--- src/rtl/sdram_arb_pkg.sv ---
// Shared definitions for the SDRAM port arbiter.
//   port_w()  : tag width needed to name one of n ports (at least one bit)
//   state_t   : command-register FSM state
package sdram_arb_pkg;

    function automatic int port_w(input int n);
        return (n > 1) ? $clog2(n) : 1;
    endfunction

    // IDLE: command register empty. ISSUE: a command is presented to the controller.
    typedef enum logic {
        ST_IDLE  = 1'b0,
        ST_ISSUE = 1'b1
    } state_t;

endpackage

--- src/rtl/sdram_tag_fifo.sv ---
// Synchronous FIFO holding the port tag of every read issued to the controller.
//   clk, srst  : clock and synchronous active-high reset
//   push       : write push_data at the tail
//   pop        : remove the head; ignored (and flagged on underflow) when empty
//   pop_data   : head tag, registered, valid the cycle after the pop
//   pop_valid  : pop_data carries a tag this cycle
//   underflow  : combinational, pop requested while empty
//   count      : entries currently held
module sdram_tag_fifo #(
    parameter int WIDTH = 2,
    parameter int DEPTH = 8,
    localparam int PTR_W = $clog2(DEPTH),
    localparam int CNT_W = PTR_W + 1
) (
    input  logic             clk,
    input  logic             srst,
    input  logic             push,
    input  logic [WIDTH-1:0] push_data,
    input  logic             pop,
    output logic [WIDTH-1:0] pop_data,
    output logic             pop_valid,
    output logic             underflow,
    output logic [CNT_W-1:0] count
);

    logic [WIDTH-1:0] mem [DEPTH];
    logic [PTR_W-1:0] wr_ptr_reg;
    logic [PTR_W-1:0] rd_ptr_reg;
    logic [CNT_W-1:0] count_reg;
    logic [WIDTH-1:0] pop_data_reg;
    logic             pop_valid_reg;
    logic             empty;
    logic             do_pop;

    assign empty     = (count_reg == '0);
    assign do_pop    = pop && !empty;
    assign underflow = pop && empty;
    assign count     = count_reg;
    assign pop_data  = pop_data_reg;
    assign pop_valid = pop_valid_reg;

    // Storage and registered read port: no reset so it maps onto block RAM.
    always_ff @(posedge clk) begin
        if (push) begin
            mem[wr_ptr_reg] <= push_data;
        end
        if (do_pop) begin
            pop_data_reg <= mem[rd_ptr_reg];
        end
    end

    always_ff @(posedge clk) begin
        if (srst) begin
            wr_ptr_reg    <= '0;
            rd_ptr_reg    <= '0;
            count_reg     <= '0;
            pop_valid_reg <= 1'b0;
        end else begin
            if (push) begin
                wr_ptr_reg <= wr_ptr_reg + 1'b1;
            end
            if (do_pop) begin
                rd_ptr_reg <= rd_ptr_reg + 1'b1;
            end
            pop_valid_reg <= do_pop;
            case ({push, do_pop})
                2'b10:   count_reg <= count_reg + 1'b1;
                2'b01:   count_reg <= count_reg - 1'b1;
                default: count_reg <= count_reg;
            endcase
        end
    end

endmodule

--- src/rtl/sdram_port_arbiter.sv ---
// Round-robin Avalon-MM front end sharing one SDRAM controller port among
// NUM_PORTS masters. Reads are tagged with their port; returns are routed in
// issue order.
//   clk_clk, reset_reset      : clock, synchronous active-high reset
//   m_*                       : per-port packed master buses (port p at slice p)
//   m_waitrequest             : low only on the cycle a port's command is latched
//   m_readdata/m_readdatavalid: registered shared return data, one-hot owner
//   sdram_*                   : registered command to / return from the controller
//   err_underflow             : sticky, a return arrived with no read outstanding
module sdram_port_arbiter
    import sdram_arb_pkg::*;
#(
    parameter int NUM_PORTS   = 4,
    parameter int ADDR_W      = 25,
    parameter int DATA_W      = 16,
    parameter int MAX_PENDING = 8,
    localparam int BE_W       = DATA_W / 8,
    localparam int PORT_W     = port_w(NUM_PORTS)
) (
    input  logic                        clk_clk,
    input  logic                        reset_reset,
    input  logic [NUM_PORTS*ADDR_W-1:0] m_address,
    input  logic [NUM_PORTS*BE_W-1:0]   m_byteenable_n,
    input  logic [NUM_PORTS*DATA_W-1:0] m_writedata,
    input  logic [NUM_PORTS-1:0]        m_read_n,
    input  logic [NUM_PORTS-1:0]        m_write_n,
    output logic [NUM_PORTS-1:0]        m_waitrequest,
    output logic [DATA_W-1:0]           m_readdata,
    output logic [NUM_PORTS-1:0]        m_readdatavalid,
    output logic [ADDR_W-1:0]           sdram_address,
    output logic [BE_W-1:0]             sdram_byteenable_n,
    output logic                        sdram_chipselect,
    output logic [DATA_W-1:0]           sdram_writedata,
    output logic                        sdram_read_n,
    output logic                        sdram_write_n,
    input  logic [DATA_W-1:0]           sdram_readdata,
    input  logic                        sdram_readdatavalid,
    input  logic                        sdram_waitrequest,
    output logic                        err_underflow
);

    localparam int CNT_W = $clog2(MAX_PENDING) + 1;

    typedef struct packed {
        logic [ADDR_W-1:0] addr;
        logic [BE_W-1:0]   be_n;
        logic [DATA_W-1:0] wdata;
        logic              rd;
        logic              wr;
    } cmd_t;

    logic clk;
    logic srst;
    assign clk  = clk_clk;
    assign srst = reset_reset;

    state_t              state_reg, state_next;
    cmd_t                cmd_reg, cmd_next;
    logic                cs_reg, cs_next;
    logic [PORT_W-1:0]   rr_reg, rr_next;
    logic [DATA_W-1:0]   readdata_reg;
    logic                err_reg;

    cmd_t                port_cmd [NUM_PORTS];
    logic [NUM_PORTS-1:0] elig;
    logic [NUM_PORTS-1:0] grant;
    logic                free;
    logic                found;
    logic [PORT_W-1:0]   winner;
    logic                credit;

    logic [PORT_W-1:0]   tag_head;
    logic                tag_valid;
    logic                tag_underflow;
    logic [CNT_W-1:0]    tag_count;

    // Credit is judged on the registered count: a return this cycle frees a
    // slot only from the next cycle on.
    assign credit = (tag_count < CNT_W'(MAX_PENDING));
    assign free   = (state_reg == ST_IDLE) || !sdram_waitrequest;

    generate
        for (genvar gi = 0; gi < NUM_PORTS; gi++) begin : g_port
            assign port_cmd[gi].addr  = m_address[gi*ADDR_W +: ADDR_W];
            assign port_cmd[gi].be_n  = m_byteenable_n[gi*BE_W +: BE_W];
            assign port_cmd[gi].wdata = m_writedata[gi*DATA_W +: DATA_W];
            // A port asserting both strobes is treated as writing.
            assign port_cmd[gi].wr    = !m_write_n[gi];
            assign port_cmd[gi].rd    = !m_read_n[gi] && m_write_n[gi];
            assign elig[gi]           = port_cmd[gi].wr || (port_cmd[gi].rd && credit);
            assign grant[gi]          = !srst && free && found && (winner == PORT_W'(gi));
            assign m_waitrequest[gi]  = !grant[gi];
            assign m_readdatavalid[gi] = tag_valid && (tag_head == PORT_W'(gi));
        end
    endgenerate

    // Round-robin scan starting just after the last winner.
    always_comb begin
        int idx;
        found  = 1'b0;
        winner = rr_reg;
        idx    = 0;
        for (int i = 1; i <= NUM_PORTS; i++) begin
            idx = int'(rr_reg) + i;
            if (idx >= NUM_PORTS) begin
                idx = idx - NUM_PORTS;
            end
            if (!found && elig[PORT_W'(idx)]) begin
                found  = 1'b1;
                winner = PORT_W'(idx);
            end
        end
    end

    always_comb begin
        state_next = state_reg;
        cmd_next   = cmd_reg;
        cs_next    = cs_reg;
        rr_next    = rr_reg;
        if (free) begin
            if (found) begin
                cmd_next   = port_cmd[winner];
                cs_next    = 1'b1;
                rr_next    = winner;
                state_next = ST_ISSUE;
            end else begin
                cmd_next.rd = 1'b0;
                cmd_next.wr = 1'b0;
                cs_next     = 1'b0;
                state_next  = ST_IDLE;
            end
        end
    end

    always_ff @(posedge clk) begin
        if (srst) begin
            state_reg    <= ST_IDLE;
            cmd_reg      <= '0;
            cmd_reg.be_n <= '1;
            cs_reg       <= 1'b0;
            rr_reg       <= '0;
            readdata_reg <= '0;
            err_reg      <= 1'b0;
        end else begin
            state_reg <= state_next;
            cmd_reg   <= cmd_next;
            cs_reg    <= cs_next;
            rr_reg    <= rr_next;
            if (sdram_readdatavalid && !tag_underflow) begin
                readdata_reg <= sdram_readdata;
            end
            if (tag_underflow) begin
                err_reg <= 1'b1;
            end
        end
    end

    sdram_tag_fifo #(
        .WIDTH (PORT_W),
        .DEPTH (MAX_PENDING)
    ) u_tag_fifo (
        .clk       (clk),
        .srst      (srst),
        .push      (free && found && port_cmd[winner].rd),
        .push_data (winner),
        .pop       (sdram_readdatavalid),
        .pop_data  (tag_head),
        .pop_valid (tag_valid),
        .underflow (tag_underflow),
        .count     (tag_count)
    );

    assign sdram_address      = cmd_reg.addr;
    assign sdram_byteenable_n = cmd_reg.be_n;
    assign sdram_writedata    = cmd_reg.wdata;
    assign sdram_read_n       = !cmd_reg.rd;
    assign sdram_write_n      = !cmd_reg.wr;
    assign sdram_chipselect   = cs_reg;
    assign m_readdata         = readdata_reg;
    assign err_underflow      = err_reg;

endmodule

--- config.mk ---
export PLATFORM = sky130hd
export DESIGN_NAME = sdram_port_arbiter
export DESIGN_NICKNAME = d
export VERILOG_FILES = /design/src/rtl/sdram_arb_pkg.sv /design/src/rtl/sdram_tag_fifo.sv /design/src/rtl/sdram_port_arbiter.sv
export SDC_FILE = /design/constraint.sdc
export NUM_CORES = 1
export LEC_CHECK = 0
export ABC_AREA = 1
export CORE_MARGIN = 2
export CORE_UTILIZATION = 47
export CTS_BUF_LIST = sky130_fd_sc_hd__clkbuf_8
export DETAILED_ROUTE_END_ITERATION = 6
export PLACE_DENSITY = 0.95
export REMOVE_ABC_BUFFERS = 1
export SYNTH_ARGS = -nofsm -noshare
export SYNTH_HDL_FRONTEND = slang
export SYNTH_HIERARCHICAL = 1
export SYNTH_SLANG_ARGS = --single-unit
--- constraint.sdc ---
create_clock -name clk_clk -period 8.95 [get_ports clk_clk]
set_input_delay 1.3425 -clock clk_clk [delete_from_list [all_inputs] [get_ports clk_clk]]
set_output_delay 1.3425 -clock clk_clk [all_outputs]
set_load 0.005 [all_outputs]
==> qor.csv, run 1 <==
metric,value,unit
grt_pass1_wl,30500,um
hold_buffers,0,
fin_ws,2.69,ns
grt_overflow,0,
slowest_stage,nand2_1,
syn_avg_cell_area,6.27,um^2
antennaDiodeCount,0,
clkLatencyLatePin,0.36,ns
largest_register_ffs,25,
critPathLaunchType,input pin,
die_h,119,um
drc,0,
vias,7003,
crit_type,in -> out,
use_met3,4.20,%
maxSlewViolCount,0,
grt_max_degree,72,
start_util,48.7,%
cts_tree,built,
drive_gt1_share,4.00,%
status,completed,
hpwl,13400,um
grt_pass1_vias,6487,
dp_slack,2.65,ns
antenna_found_initial,0,
fmax,0.160,GHz
cp-end-kind,primary output,
ys.warnings.count,6,
fin_tns_setup,0,ns
finClkSkew,0.00892,ns
cts_resized,0,
synth_edf_count,18,
hp-class,reg -> reg,
ys_seq_area_share,33.3,%
cts_buffers,9,
total_leakage_power,3.98,nW
rows,41,
ys_types,34,
routed_via_density,5.20,
cts_max_path_buffers,2,
slowest_delay,0.98,ns
p_per_area,326,nW/um^2
rsz0062_at_grt,false,
worst_path_most_repeated_cell,nand2_1,
postCtsSetupBuffers,0,
wire_per_inst,13.8,um
setup_viol,0,
gr-usage-all-layers,26.0,%
areaGrowthSynthToFinish,41.0,%
synthFlopType,dfxtp_1,
chipWidth,119,um
maxCapViolCount,0,
die_area,14100,um^2
peakVddDrop,321,uV
drtIter0Drc,320,
port_buffers,270,
cp.required,7.61,ns
met2_usage,46.0,%
io-pin-count,271,
syn_area,6190,um^2
fin_crit_sh,70.0,%
clk_pin_slew_worst_paths,0.09,ns
cp_max_fo,71,
grt_util_met1,31.3,%
period_minus_slack,6.26,ns
antenna_left,0,
gp_congestion,0.936,
core,12700,um^2
crit_chain,clkdlybuf4s50_1 -> inv_1 -> nand2_1 -> nand3_1 -> nand2_1 -> nand2_1 -> nand2_1 -> nand4_4 -> nand2_1 -> nor3_1 -> nand2_1 -> clkdlybuf4s50_1,
cts_max_level,3,
ys_ff_latch,94,
cp.arrival,4.92,ns
syn-instance-count,988,
dr.pass1.iters,5,
cts_sinks,94,
synth-async-reset-ratio,0,%
nets,1375,
wl,18600,um
slew_headroom,33.0,%
top_usage_layer,met2,
tightestPinTransition,1.01,ns
hold_viol,0,
cts_root_buffer,clkbuf_8,
## logic make-up after synthesis
logic type / count (synthesis) / synth area share, %
AND/OR/NAND/NOR: 632 / 43.1
buffers and inverters: 149 / 13.1
AO/OA/AOI/OAI: 102 / 8.44
flip-flops: 94 / 33.3
adder cells (fa/ha/maj): 5 / 1.01
XOR/XNOR: 4 / 0.808
multiplexers: 2 / 0.323
## power breakdown
group | switching (mW) | total [mW] | leakage (nW) | internal, mW
Sequential | 0.0797 | 0.657 | 0.792 | 0.578
Clock | 0.155 | 0.295 | 0.109 | 0.139
Combinational | 1.18 | 1.89 | 3.08 | 0.716
Total | 1.41 | 2.84 | 3.98 | 1.43
## cells in the mapped netlist, drive strengths merged, types with 2 or more instances
cell type | count | area, um^2
nand3 | 171 | 876
nor3 | 5 | 25.0
ha | 5 | 62.6
xor2 | 3 | 33.8
o21ai | 42 | 214
dfxtp | 76 | 1520
nor2 | 74 | 290
buf | 93 | 594
inv | 44 | 170
edfxtp | 18 | 541
o22ai | 2 | 12.5
nand2 | 379 | 1450
mux2i | 2 | 20.0
clkbuf | 12 | 45.0
a21oi | 57 | 289
## worst max-delay path, delay by kind of cell
kind	cells	cell delay (ns)
simple gates	9	2.53
buf+inv	3	1.02
## per-layer routing
metal  part of all wire, %  vias up
met1                    40     3156
met2                    50      302
met4                   3.2        0
met3                   6.6       45
met5                     0        -
li1                      -     3500
## per-stage QoR
stage	hold slack (ns)	power, mW	cells	util [%]	instance area [um^2]
2_1_floorplan	0.437	1.89	883	-	5560
3_3_place_gp	0.449	2.50	1331	67.0	8530
3_5_place_dp	0.455	2.55	1331	67.0	8530
4_1_cts	0.469	2.85	1347	68.7	8740
5_1_grt	0.482	3.14	1347	68.7	8740
6_report	0.467	2.84	1347	68.7	8740
## worst paths after layout
path,startpoint,end,slack [ns],cells after the start
worst max-delay path,m_read_n[1],m_waitrequest[1],2.69,12
worst min register to register,sdram_writedata[1],sdram_writedata[1],0.47,2
worst min-delay path,sdram_writedata[1],sdram_writedata[1],0.47,2
worst max register to register,rr_reg[0],u_tag_fifo/count[2],4.16,20
## cells in the final DEF, fill, tap and decap left out, drive strengths merged, types with 2 or more instances in the layout
| cell type | count |
|---|---|
| o22ai | 2 |
| ha | 5 |
| inv | 46 |
| clkbuf | 10 |
| edfxtp | 18 |
| clkdlybuf4s50 | 269 |
| mux2i | 2 |
| nand2 | 379 |
| a21oi | 57 |
| buf | 7 |
| o21ai | 42 |
| xor2 | 3 |
| nor3 | 5 |
| dfxtp | 76 |
| clkinv | 3 |
| nand3 | 171 |
| nor2 | 74 |
## area by class of cell
class | count | area, um^2
clock buffer | 10 | 138
clock inverter | 6 | 68.8
fill | 1095 | 3990
inverter | 44 | 170
multi-input combinational | 745 | 3340
sequential | 94 | 2060
tap | 172 | 215
timing repair buffer | 276 | 2740
Note: power is estimated with default switching activity, not from simulation.
==> run 2: changes to the inputs <==
--- a/config.mk
+++ b/config.mk
@@ -7,10 +7,10 @@
 export LEC_CHECK = 0
 export ABC_AREA = 1
 export CORE_MARGIN = 2
-export CORE_UTILIZATION = 47
+export CORE_UTILIZATION = 44
 export CTS_BUF_LIST = sky130_fd_sc_hd__clkbuf_8
 export DETAILED_ROUTE_END_ITERATION = 6
-export PLACE_DENSITY = 0.95
+export PLACE_DENSITY = 0.93
 export REMOVE_ABC_BUFFERS = 1
 export SYNTH_ARGS = -nofsm -noshare
 export SYNTH_HDL_FRONTEND = slang
==> constraint.sdc (replaced) <==
create_clock -name clk_clk -period 5.9 [get_ports clk_clk]
set_input_delay 0.885 -clock clk_clk [delete_from_list [all_inputs] [get_ports clk_clk]]
set_output_delay 0.885 -clock clk_clk [all_outputs]
set_load 0.005 [all_outputs]
==> qor.csv, run 2 (synthesized netlist as in run 1, its figures left out) <==
metric,value,unit
tightestPinTransition,0.816,ns
p_sw,2.16,mW
crit_type,in -> out,
intPower,2.23,mW
die_h,123,um
wl,18500,um
cts_sinks,94,
maxSlewViolCount,0,
hpwl,13700,um
antenna_left,0,
clkLatencyLatePin,0.37,ns
clk_pin_slew_worst_paths,0.09,ns
core,13800,um^2
fin_tns_setup,0,ns
grt_max_degree,71,
reg2reg_from,rr_reg[0],
reg2reg_setup_slack,2.02,ns
areaGrowthSynthToFinish,42.2,%
drive_gt1_share,4.41,%
nets,1380,
fin_ws,1.48,ns
cts_max_level,3,
grt_overflow,0,
period_minus_slack,4.42,ns
drtIter0Drc,342,
total_leakage_power,4.01,nW
place_area,8580,um^2
swShare,49.2,%
cp.required,5.02,ns
p_seq_share,22.7,%
cp.arrival,3.54,ns
routed_via_density,5.08,
antenna_found_initial,0,
die_area,15000,um^2
final_cell_mix,"nand2_1 (372), clkdlybuf4s50_1 (269), nand3_1 (167)",
p_clk_share,11.1,%
p_per_area,498,nW/um^2
largest_register_ffs,25,
cts_max_path_buffers,2,
drc,0,
grt_pass1_vias,6333,
peakVddDrop,374,uV
dp_slack,1.43,ns
r2r.worst_path.cells,20,
port_buffers,270,
cts_buffers,9,
io-pin-count,271,
wire_per_inst,13.6,um
maxCapViolCount,0,
hold_ws,0.466,ns
hold_end,sdram_address[14],
holdPathStages,2,
fin_crit_sh,75.0,%
gp_congestion,0.866,
vias,6905,
cts_resized,0,
cp-end-kind,primary output,
chipWidth,123,um
cts_root_buffer,clkbuf_8,
dr.pass1.iters,5,
gr-usage-all-layers,24.3,%
fin_util,63.7,%
final_area,8810,um^2
hold_buffers,0,
power_frac_comb,66.2,%
worstHoldStart,sdram_address[14],
fmax,0.226,GHz
cp_max_fo,14,
hold_viol,0,
cts_tree,built,
rows,43,
critPathLaunchType,input pin,
status,completed,
start_util,44.8,%
slew_headroom,45.5,%
timing.rr.end,u_tag_fifo/count[2],
antennaDiodeCount,0,
setup_viol,0,
final_common_cell,nand2_1,
finClkSkew,0.0117,ns
hp-class,reg -> reg,
grt_pass1_wl,29100,um
rsz0062_at_grt,false,
postCtsSetupBuffers,0,
## run 2: cell types whose count changed in the layout (fill, tap and decap cells not counted)
cell        previous run  this run
buf_4                  6        11
bufinv_16              1         2
clkinvlp_4             0         2
clkinv_2               2         0
inv_8                  1         0
## run 2: power groups by stage
stage          Clock (mW)  Combinational [mW]  Sequential (mW)
2_1_floorplan           0                1.86            0.999
3_3_place_gp            0                2.82             1.00
3_5_place_dp            0                2.88             1.01
4_1_cts             0.500                2.89            0.994
5_1_grt             0.527                3.28             1.02
6_report            0.487                2.90            0.995
## run 2: area by class of cell
| type | instances | area (um^2) |
|---|---|---|
| timing repair buffer | 281 | 2780 |
| tap | 180 | 225 |
| sequential | 94 | 2060 |
| clock buffer | 10 | 138 |
| clock inverter | 6 | 92.6 |
| multi-input combinational | 745 | 3340 |
| inverter | 44 | 170 |
| fill | 1244 | 5020 |
## run 2: metal layers
layer  wire, um  global-route usage, %  vias to the layer above
met1       7490                   28.6                     3045
li1           -                      -                     3524
met5          0                      0                        -
met4        584                   9.70                        0
met2       9130                   42.7                      290
met3       1330                   5.30                       46
## run 2: through the flow
stage / power [mW] / cells
after detailed placement: 3.89 / 1344
after global routing: 4.82 / 1360
final: 4.38 / 1360
after global placement: 3.82 / 1344
after CTS: 4.39 / 1360
after floorplan: 2.86 / 883
## run 2: how the worst max path moves through the flow
stage                     start                  end  depth (start not counted)
global placement    m_read_n[1]     m_waitrequest[3]                         14
finish              m_read_n[1]     m_waitrequest[3]                         14
global route        m_read_n[2]     m_waitrequest[3]                         14
floorplan           m_read_n[1]  u_tag_fifo/count[2]                         22
detailed placement  m_read_n[0]  u_tag_fifo/count[2]                         23
CTS                 m_read_n[1]     m_waitrequest[3]                         14
## run 2: worst max-delay path: stages
cell	delay, ns
clkdlybuf4s50_1	0.45
inv_1	0.05
nand2_1	0.09
nand3_1	0.07
nand2_1	0.14
nand2_1	0.06
nand2_1	0.18
nand3_1	0.12
nand2_2	0.07
nand2_1	0.31
buf_4	0.31
nor3_1	0.23
nand2_1	0.09
clkdlybuf4s50_1	0.47
==> run 3: changes to the inputs <==
==> constraint.sdc (replaced) <==
create_clock -name clk_clk -period 4.25 [get_ports clk_clk]
set_input_delay 0.6375 -clock clk_clk [delete_from_list [all_inputs] [get_ports clk_clk]]
set_output_delay 0.6375 -clock clk_clk [all_outputs]
set_load 0.005 [all_outputs]
==> qor.csv, run 3 (synthesized netlist as in run 1, its figures left out) <==
metric,value,unit
wl,18700,um
cts_buffers,9,
place_area,8610,um^2
fin_tns_setup,0,ns
cp_max_fo,17,
clkLatencyLatePin,0.36,ns
period_minus_slack,3.78,ns
cts_max_path_buffers,2,
hpwl,13800,um
drc,0,
total_leakage_power,4.03,nW
hold_ws,0.466,ns
cp-end-kind,primary output,
p_per_area,689,nW/um^2
grt_max_degree,71,
crit_type,reg -> out,
num-fill-cells,1217,
antenna_left,0,
largest_register_ffs,25,
tightestPinTransition,0.733,ns
io-pin-count,271,
status,completed,
hp-class,reg -> reg,
stdcell_count,1364,
power,6.07,mW
cts_tree,built,
antenna_found_initial,0,
routed_via_density,5.12,
drive_gt1_share,4.65,%
grt_overflow,0,
peakVddDrop,527,uV
postCtsSetupBuffers,0,
vias,6977,
cp.required,3.61,ns
clk_pin_slew_worst_paths,0.09,ns
maxCapViolCount,0,
hold_buffers,0,
core,13800,um^2
cts_root_buffer,clkbuf_8,
gr-usage-all-layers,24.6,%
cp.arrival,3.14,ns
setup_viol,0,
rsz0062_at_grt,false,
cts_max_level,3,
hold_viol,0,
die_area,15000,um^2
grt_pass1_vias,6463,
finClkSkew,0.0112,ns
post-place-cells,1348,
cts_sinks,94,
start_util,44.8,%
chipWidth,123,um
cts_resized,0,
nets,1384,
die_h,123,um
final_area,8810,um^2
antennaDiodeCount,0,
drtIter0Drc,469,
maxSlewViolCount,0,
dr.pass1.iters,5,
port_buffers,270,
rows,43,
slew_headroom,51.1,%
fin_crit_sh,88.9,%
gp_congestion,0.977,
grt_pass1_wl,29800,um
critPathLaunchType,flip-flop,
areaGrowthSynthToFinish,42.2,%
final_cell_mix,"nand2_1 (372), clkdlybuf4s50_1 (269), nand3_1 (167)",
wire_per_inst,13.7,um
final_common_cell,nand2_1,
fmax,0.265,GHz
[run 3: cell count changes in the layout (fill, tap and decap cells not counted), sizes merged]
| cell | before | now |
|---|---|---|
| buf | 12 | 16 |
| clkinv | 1 | 3 |
| clkinvlp | 2 | 0 |
| bufinv | 2 | 1 |
| clkbuf | 10 | 11 |
[run 3: worst paths after layout]
| path | endpoint | slack, ns | cells after the start | startpoint |
|---|---|---|---|---|
| min | sdram_address[20] | 0.47 | 2 | sdram_address[20] |
| min reg2reg | sdram_address[20] | 0.47 | 2 | sdram_address[20] |
| max | m_waitrequest[0] | 0.47 | 12 | rr_reg[0] |
| max reg2reg | u_tag_fifo/count[2] | 0.70 | 21 | rr_reg[0] |
[run 3: report_power, final]
part,internal [mW],switching (mW)
registers,1.21,0.166
clock network,0.299,0.301
logic,1.57,2.52
total,3.08,2.99
[run 3: critical path, cell delays in order, from the launching register on]
cell,delay (ns)
dfxtp_1,0.74
inv_4,0.14
nand3_1,0.12
nand2_1,0.09
nand2_1,0.07
nand2_1,0.14
nand3_1,0.15
nor2_1,0.04
o21ai_1,0.11
nand2_2,0.27
nor2_1,0.33
nand3_1,0.12
clkdlybuf4s50_1,0.46
[run 3: cell type report]
type	instances	area, um^2	share of cell area [%]
clock buffers	11	151	1.72
clock inverters	5	48.8	0.554
inverters	44	170	1.93
multi-input cells	745	3340	37.9
flip-flops and latches	94	2060	23.4
well taps	180	225	2.56
repair buffers	285	2810	31.9
[run 3: routing by layer]
metal / routed length [um] / vias up / track usage [%]
li1: - / 3519 / -
met4: 613 / 0 / 10.1
met1: 7420 / 3101 / 28.8
met5: 0 / - / 0
met3: 1340 / 50 / 5.16
met2: 9290 / 307 / 43.7
[run 3: per-stage QoR]
step,setup slack (ns),util (%)
6_report,0.471,63.7
5_1_grt,0.215,63.7
4_1_cts,0.482,63.7
3_5_place_dp,0.379,62.2
3_3_place_gp,0.540,62.2
2_1_floorplan,-0.169,-
